## src/rtl/prng_spike_encoder.sv

```systemverilog
// Rate-coded spike encoder: one PRNG sample per handshake, spike when sample < rate,
// then a programmable refractory period. Define SPIKE_CNT_SAT_EN for a saturating spike counter.
module prng_spike_encoder #(
    parameter int unsigned DATA_W = 8,
    parameter int unsigned CNT_W  = 16,
    parameter int unsigned REF_W  = 4
) (
    input  logic              clk,
    input  logic              rst_n,
    input  logic              en,
    input  logic [DATA_W-1:0] rnd_data,
    input  logic              rnd_valid,
    output logic              rnd_ready,
    input  logic [DATA_W-1:0] rate,
    input  logic [REF_W-1:0]  refrac,
    input  logic              clr_cnt,
    output logic              spike,
    output logic              busy,
    output logic [CNT_W-1:0]  spike_count
);

    typedef enum logic [1:0] {StIdle, StSample, StRefrac} state_e;

    state_e             state_q, state_d;
    logic [REF_W-1:0]   ref_cnt_q, ref_cnt_d;
    logic               spike_q, spike_d;
    logic [CNT_W-1:0]   spike_count_q, spike_count_d;
    logic               hs;
    logic               hit;

    assign rnd_ready   = en && (state_q == StSample);
    assign hs          = rnd_valid && rnd_ready;
    assign hit         = hs && (rnd_data < rate);
    assign spike       = spike_q;
    assign busy        = (state_q == StRefrac);
    assign spike_count = spike_count_q;

    always_comb begin
        state_d   = state_q;
        ref_cnt_d = ref_cnt_q;
        spike_d   = hit;
        if (!en) begin
            state_d   = StIdle;
            ref_cnt_d = '0;
        end else begin
            unique case (state_q)
                StIdle:   state_d = StSample;
                StSample: begin
                    if (hit && (refrac != '0)) begin
                        state_d   = StRefrac;
                        ref_cnt_d = refrac;
                    end
                end
                StRefrac: begin
                    // Leaving on the count==1 cycle gives exactly refrac cycles of ready low.
                    if (ref_cnt_q <= REF_W'(1)) begin
                        state_d   = StSample;
                        ref_cnt_d = '0;
                    end else begin
                        ref_cnt_d = ref_cnt_q - REF_W'(1);
                    end
                end
                default:  state_d = StIdle;
            endcase
        end
    end

    always_comb begin
        spike_count_d = spike_count_q;
        if (clr_cnt) begin
            // A spike coinciding with a clear is still counted.
            spike_count_d = hit ? CNT_W'(1) : '0;
        end else if (hit) begin
`ifdef SPIKE_CNT_SAT_EN
            if (spike_count_q != '1) begin
                spike_count_d = spike_count_q + CNT_W'(1);
            end
`else
            spike_count_d = spike_count_q + CNT_W'(1);
`endif
        end
    end

    always_ff @(posedge clk or negedge rst_n) begin
        if (!rst_n) begin
            state_q       <= StIdle;
            ref_cnt_q     <= '0;
            spike_q       <= 1'b0;
            spike_count_q <= '0;
        end else begin
            state_q       <= state_d;
            ref_cnt_q     <= ref_cnt_d;
            spike_q       <= spike_d;
            spike_count_q <= spike_count_d;
        end
    end

endmodule

```

## config.mk

```make
export PLATFORM = sky130hd
export DESIGN_NAME = prng_spike_encoder
export DESIGN_NICKNAME = d
export VERILOG_FILES = /design/src/rtl/prng_spike_encoder.sv
export SDC_FILE = /design/constraint.sdc
export NUM_CORES = 1
export LEC_CHECK = 0
export ABC_CLOCK_PERIOD_IN_PS = 2350
export CORE_UTILIZATION = 45
export DETAILED_ROUTE_END_ITERATION = 16
export MAX_ROUTING_LAYER = met4
export PLACE_DENSITY_LB_ADDON = 0.2
export SLEW_MARGIN = 10
export SYNTH_ARGS = -nofsm -noshare
export SYNTH_HDL_FRONTEND = slang
export SYNTH_SLANG_ARGS = --single-unit
```

## constraint.sdc

```tcl
create_clock -name clk -period 2.35 [get_ports clk]
set_input_delay 0.3525 -clock clk [delete_from_list [all_inputs] [get_ports clk]]
set_output_delay 0.3525 -clock clk [all_outputs]
set_load 0.005 [all_outputs]
```

==> results of run 1 <==
-- report_power, final --
group	switching [W]	total [W]	internal, W	leakage (nW)
combinational	0.0000742	0.000167	0.0000924	0.539
clock	0.000121	0.000187	0.0000663	0.0150
sequential	0.00000714	0.000410	0.000403	0.317
total	0.000202	0.000764	0.000562	0.872
-- metal layers --
layer	vias up	routed length (um)	global-route usage [%]
li1	724	-	-
met1	688	1710	31.6
met2	64	1920	44.0
met3	4	242	3.08
met4	0	30	7.48
met5	-	0	-
-- logic make-up (layout without fill, tap and decap cells) --
group,count (synthesis),in the layout,share of synthesized area (%)
adder cells (fa/ha/maj),10,10,8.68
buffers and inverters,21,85,6.25
XOR/XNOR,4,4,2.43
flip-flops,23,23,39.9
AO/OA/AOI/OAI,46,47,21.7
AND/OR/NAND/NOR,59,59,21.0
-- flip-flops by register name, indices dropped and copies added, names as in the netlist --
register,cells
ref_cnt_q,4
spike,1
spike_count,16
state_q,2
-- worst reg2reg max path, delay by kind of cell (launching register included) --
| kind | cells | cell delay (ns) |
|---|---|---|
| and+or+nand+nor | 4 | 1.45 |
| DFF | 1 | 0.48 |
| AOI/OAI and AO/OA | 1 | 0.15 |
-- placed cells by master, fill, tap and decap left out, types with 2 or more instances in the layout --
| cell type | count |
|---|---|
| a2111o_1 | 2 |
| a211oi_1 | 2 |
| a21o_1 | 3 |
| a21oi_1 | 13 |
| a21oi_2 | 4 |
| buf_4 | 21 |
| clkbuf_4 | 3 |
| clkdlybuf4s50_1 | 43 |
| dfrtp_1 | 23 |
| ha_1 | 8 |
| ha_4 | 2 |
| inv_1 | 17 |
| nand2_1 | 17 |
| nand3_1 | 7 |
| nand3b_1 | 2 |
| nand4_1 | 4 |
| nor2_1 | 8 |
| nor2b_1 | 4 |
| nor3_1 | 6 |
| o21a_1 | 2 |
| o21ai_0 | 9 |
| o41ai_1 | 2 |
| or3_1 | 4 |
| or4_1 | 2 |
| xnor2_1 | 3 |
-- stage by stage --
stage | hold WS, ns | total power (W) | utilization (%) | setup TNS, ns | setup slack, ns
6_report | 0.378 | 0.000764 | 70.7 | 0 | 0.0665
5_1_grt | 0.392 | 0.000805 | 70.7 | 0 | 0.000545
4_1_cts | 0.397 | 0.000757 | 68.6 | 0 | 0.00825
3_5_place_dp | 0.546 | 0.000567 | 66.4 | -4.97 | -0.427
3_3_place_gp | 0.526 | 0.000560 | 66.4 | -3.03 | -0.314
2_1_floorplan | 0.0569 | 0.000476 | - | 0 | 0.203
-- repair_timing --
item                       in CTS  in global routing
gates cloned                    1                  0
setup endpoints to repair       7                  6
buffers inserted                2                  2
pin swaps                       1                  4
gates resized for setup         3                  9
-- path summary, 6_finish.rpt --
check | startpoint | endpoint | slack, ns
max reg2reg | spike_count[3]$_DFFE_PN0P_ | spike_count[15]$_DFFE_PN0P_ | 0.21
min | rst_n | spike_count[13]$_DFFE_PN0P_ | 0.38
max in group asynchronous | rst_n | ref_cnt_q[3]$_DFFE_PN0P_ | 1.74
max | rate[2] | spike_count[5]$_DFFE_PN0P_ | 0.07
min in group clk | spike_count[15]$_DFFE_PN0P_ | spike_count[15]$_DFFE_PN0P_ | 0.57
min reg2reg | spike_count[15]$_DFFE_PN0P_ | spike_count[15]$_DFFE_PN0P_ | 0.57
-- final cells by class --
cell class,instances,area share (%)
inverter,17,2.95
sequential,23,26.7
multi-input combinational,120,39.4
clock buffer,4,1.22
tap,44,2.55
timing repair buffer,64,27.2
==> summary.txt, run 1 <==
Logic synthesis
  – Area contributors post-synth: dfrtp_1, ha_1, a21oi_1
  – Yosys warns: 0
  – Post-Synthesis Cell Area: 1440 um2
  – Yosys reg bits: 23
  – Primary FF master, synth: dfrtp_1
  – Synth cell types: 34
  – Synth Instances: 163
  – Post-synth top area share: between 30% and 40%
  – Most common cell in the netlist: dfrtp_1
  – Mean Syn Cell Area: 8.84 um2
  – Number of flops mapped to enable cells by yosys: 0
  – Synth cell count leaders: dfrtp_1, nand2_1, a21oi_1, inv_1, ha_1
  – Synth area leader: dfrtp_1
  – Syn Nets: 198
  – FFs w/ async S/R, synth: 100%
  – Seq/Total Area, Yosys: approximately 40%

Critical path
  – CP delay by family, top: compound AO/OA/AOI/OAI gates
  – Critical Path RT: 2.54 ns
  – Most frequent CP cell: buf_4
  – Crit path depth: 10
  – Worst path max stage delay: 0.49 ns
  – Crit path DAT: about 2.5 ns
  – CP Buf/Inv Count: 4
  – CP Cell Sequence: clkdlybuf4s50_1, inv_1, ha_4, a211oi_2, o21ai_2, buf_4, a2111o_1, buf_4, o21ai_0, a21oi_1
  – WS Path Type: input port to flip-flop
  – Critical Path Fanout Max: 6
  – Crit-path slowest cell: a2111o_1
  – Startpoint types: input port
  – Worst R2R Path Depth: 5
  – Critical Path End Type: flip-flop

CTS
  – CTS Sinks: 23
  – CTS max path bufs: 2
  – Htree depth: 1
  – CTS tree: done
  – Num CTS Buffers: 3
  – Worst-Skew Late Latency: 0.31 ns
  – CTS Hold Bufs: 0
  – Reg clk slew, reported paths: approximately 0.13 ns
  – Clk root buf: clkbuf_4

Floorplan
  – Number of I/O pins: 44
  – Die area: 3430 um2
  – Core Box Area: 3050 um2
  – Placement Rows: 20
  – Die height: between 50 and 60 um
  – Initial core utilization: 47.2%
  – Die width: between 50 and 60 um

Placement
  – DP HPWL: 2.84 mm
  – PortBufs: 43
  – Placed cell count: approximately 260
  – Gpl congestion: 0.872
  – Placed Area: 2030 um2

STA
  – Actual slew at the worst max-slew pin: roughly 0.42 ns
  – Min cycle time layout: 2.28 ns
  – Final Cycle Share: 97.2%
  – Final worst clock skew: around 0.0047 ns
  – Hold violation total from the final report: 0
  – RSZ-0062 raised after global routing: no
  – Slew Viols, Final: 0
  – Final setup vio count: 0
  – Fmax: 438 MHz
  – Max_slew headroom: between 70 and 80%

Drt
  – Post-DR vias/cell: 5.44
  – Routed Antenna Nets: 0
  – WL per Instance: 14.3 um
  – DRC Markers: 0
  – Post-Route WL: 3.90 mm
  – First-pass DRT Iterations: 4
  – Via count: 1480
  – Iteration-0 DRC count of the detailed router: between 60 and 70

Final layout
  – Sequential Area: ~580 um2
  – Design Area, Final: 2160 um2
  – Proportion of layout cells with a drive suffix above 1: between 15 and 20%
  – Final std cells w/o fill: 272
  – Number of diodes: 0
  – P&R area growth vs syn: 49.8%
  – Multi-input logic area: 851 um2
  – Nets: 264
  – Fill cells: 239

Power and ir drop
  – Pleak: 0.872 nW
  – Worst vdd ir: 377 uV
  – PwrDens: 354 nW/um2

Global route
  – Vias in the first global route: 1510
  – Gr ovfl total: 0
  – Largest net degree at the start of global routing: 24
  – Global Route Usage Sum: 25.5%
  – First-pass GRT wire length: 6.53 mm
  – Initial antenna violation count: 0

Status
  – Status: finished clean

Min path
  – Hold Crit Class: input port to async pin

Job
  – Max Cap Viol: 0
Note: power is estimated with default switching activity, not from simulation.
==> run 2, diff against run 1 <==
- ABC_CLOCK_PERIOD_IN_PS: 2350 -> 2720
- CTS_CLUSTER_DIAMETER: unset -> 200
- clock period: 2.35 -> 2.72 ns (I/O delays scaled with it)
==> summary.txt, run 2 (synthesis gave the netlist of run 1 again) <==
Drt
  – Post-Route WL: 3.72 mm (was 3.90 mm)
  – DRC Markers: 0 (unchanged)
  – Met3 WL: 252 um (was 242 um)
  – Iteration-0 DRC count of the detailed router: 56 (was 62)
  – WL per Instance: 14.3 um (about the same)
  – Post-DR vias/cell: 5.65 (was 5.44)
  – Routed Antenna Nets: 0 (unchanged)
  – Highest routing layer actually used: met4 (unchanged)
  – M1 WL: 1.62 mm (was 1.71 mm)
  – Met2 wire len: 1.80 mm (was 1.92 mm)
  – Via count: 1475 (was 1480)
  – First-pass DRT Iterations: 4 (unchanged)

Floorplan
  – Die width: 58.6 um (unchanged)
  – Core Box Area: 3050 um2 (unchanged)
  – Die area: 3430 um2 (unchanged)
  – Initial core utilization: 47.2% (unchanged)
  – Die height: 58.6 um (unchanged)
  – Placement Rows: 20 (unchanged)
  – Number of I/O pins: 44 (unchanged)

Job
  – Max Cap Viol: 0 (unchanged)

Power and ir drop
  – PwrDens: 318 nW/um2 (was 354 nW/um2)
  – Pleak: 0.818 nW (was 0.872 nW)
  – Worst vdd ir: 269 uV (was 377 uV)

CTS
  – Htree depth: 1 (unchanged)
  – Worst-Skew Late Latency: 0.31 ns (about the same)
  – CTS Hold Bufs: 0 (unchanged)
  – Clk root buf: clkbuf_4 (unchanged)
  – CTS tree: done (unchanged)
  – Reg clk slew, reported paths: 0.13 ns (about the same)
  – Post-CTS sizing: 0 (was 3)
  – CTS Sinks: 23 (unchanged)
  – Post-CTS setup buffers: 0 (was 2)
  – CTS max path bufs: 2 (unchanged)
  – Num CTS Buffers: 3 (unchanged)

STA
  – Hold violation total from the final report: 0 (unchanged)
  – Fmax: 404 MHz
  – Slew Viols, Final: 0 (unchanged)
  – Max_slew headroom: 66.9% (was 71.6%)
  – Min cycle time layout: 2.48 ns
  – Actual slew at the worst max-slew pin: 0.495 ns (was 0.422 ns)
  – Hold slack: 0.429 ns (was 0.378 ns)
  – Final worst clock skew: 0.0101 ns (was 0.00473 ns)
  – RSZ-0062 raised after global routing: no (unchanged)
  – Final setup vio count: 0 (unchanged)
  – Final Cycle Share: 91.1%

Critical path
  – Worst path max stage delay: 0.58 ns (was 0.49 ns)
  – Worst R2R Path Depth: 5 (unchanged)
  – Critical Path Fanout Max: 13 (was 6)
  – Crit-path slowest cell: a2111o_1 (unchanged)
  – Worst R2R End: spike_count[15]$_DFFE_PN0P_ (unchanged)
  – Reg2reg start: spike_count[3]$_DFFE_PN0P_ (unchanged)
  – Startpoint types: input port (unchanged)
  – Crit path DAT: 2.72 ns (was 2.48 ns)
  – WS Path Type: input port to flip-flop (unchanged)
  – CP Cell Sequence: clkdlybuf4s50_1, inv_1, ha_1, a211oi_1, o21ai_1, a2111o_1, or4_1, a21oi_1 (was clkdlybuf4s50_1, inv_1, ha_4, a211oi_2, o21ai_2, buf_4, a2111o_1, buf_4, o21ai_0, a21oi_1)
  – Critical Path End Type: flip-flop (unchanged)
  – Critical path startpoint: rate[2] (unchanged)
  – Reg2reg setup slack: 0.63 ns (was 0.21 ns)
  – Crit path to: spike_count[15]$_DFFE_PN0P_ (was spike_count[5]$_DFFE_PN0P_)
  – Critical Path RT: 2.97 ns (was 2.54 ns)

Placement
  – Gpl congestion: 0.820 (was 0.872)
  – PortBufs: 43 (unchanged)
  – DP HPWL: 2.89 mm (was 2.84 mm)
  – Placed Area: 1980 um2 (was 2030 um2)
  – Placed cell count: 257 (was 263)

Min path
  – Hold Crit Class: input port to async pin (unchanged)

Final layout
  – P&R area growth vs syn: 39.4% (was 49.8%)
  – Number of diodes: 0 (unchanged)
  – Final std cells w/o fill: 261 (was 272)
  – Most frequent cells in the layout: clkdlybuf4s50_1, dfrtp_1, nand2_1 (was clkdlybuf4s50_1, dfrtp_1, buf_4)
  – Max reg flops: 16 (unchanged)
  – Nets: 253 (was 264)
  – Proportion of layout cells with a drive suffix above 1: 8.76% (was 18.0%)
  – Commonest non-fill, non-tap cell in the layout: clkdlybuf4s50_1 (unchanged)
  – Design Area, Final: 2010 um2 (was 2160 um2)
  – Fill cells: 273 (was 239)

Global route
  – Gr ovfl total: 0 (unchanged)
  – Global Route Usage Sum: 24.3% (was 25.5%)
  – Largest net degree at the start of global routing: 24 (unchanged)
  – Vias in the first global route: 1409 (was 1510)
  – Initial antenna violation count: 0 (unchanged)
  – First-pass GRT wire length: 6.15 mm (was 6.53 mm)

Status
  – Status: finished clean (unchanged)
[run 2: cell types whose count changed in the layout (fill, tap and decap cells not counted), sizes merged]
cell    delta
buf       -10
a2111o     -1
[run 2: area by class of cell]
| type | count | area (um2) | share of cell area [%] |
|---|---|---|---|
| well taps | 44 | 55.1 | 2.74 |
| clock buffers | 4 | 26.3 | 1.31 |
| repair buffers | 54 | 513 | 25.5 |
| multi-input cells | 119 | 776 | 38.6 |
| inverters | 17 | 63.8 | 3.18 |
| flip-flops and latches | 23 | 576 | 28.6 |
[run 2: worst min path at each step]
stage	slack (ns)	cells after the start	endpoint	from
after floorplan	0.11	0	ref_cnt_q[0]$_DFFE_PN0P_	rst_n
after global placement	0.53	2	state_q[1]$_DFFE_PN0P_	state_q[1]$_DFFE_PN0P_
after detailed placement	0.55	2	spike_count[15]$_DFFE_PN0P_	spike_count[15]$_DFFE_PN0P_
after CTS	0.45	2	spike_count[13]$_DFFE_PN0P_	rst_n
after global routing	0.45	2	spike_count[12]$_DFFE_PN0P_	rst_n
final	0.43	2	spike_count[12]$_DFFE_PN0P_	rst_n
[run 2: worst max-delay path, delay by kind of cell]
| family | cells | cell delay [ns] |
|---|---|---|
| compound gates | 4 | 1.08 |
| buf+inv | 2 | 0.50 |
| simple gates | 1 | 0.45 |
| fa+ha+maj | 1 | 0.28 |
[run 2: power by group]
part / internal (W) / switching [W] / total, W
sequential: 0.000348 / 0.00000598 / 0.000354
clock: 0.0000573 / 0.000103 / 0.000160
combinational: 0.0000679 / 0.0000575 / 0.000125
total: 0.000473 / 0.000166 / 0.000640
[run 2: per-stage QoR]
step                setup WS (ns)  util, %  TNS (ns)  power (W)
floorplan                   0.518        -         0   0.000412
global placement          -0.0101     65.0   -0.0101   0.000480
detailed placement        -0.0940     65.0    -0.157   0.000487
CTS                         0.236     65.8         0   0.000644
global route               0.0714     65.8         0   0.000676
finish                      0.243     65.8         0   0.000640
[run 2: metal layers]
| layer | up-vias | track usage [%] |
|---|---|---|
| li1 | 701 | - |
| met1 | 702 | 32.0 |
| met2 | 66 | 38.6 |
| met3 | 6 | 3.52 |
| met4 | 0 | 8.16 |
| met5 | - | - |
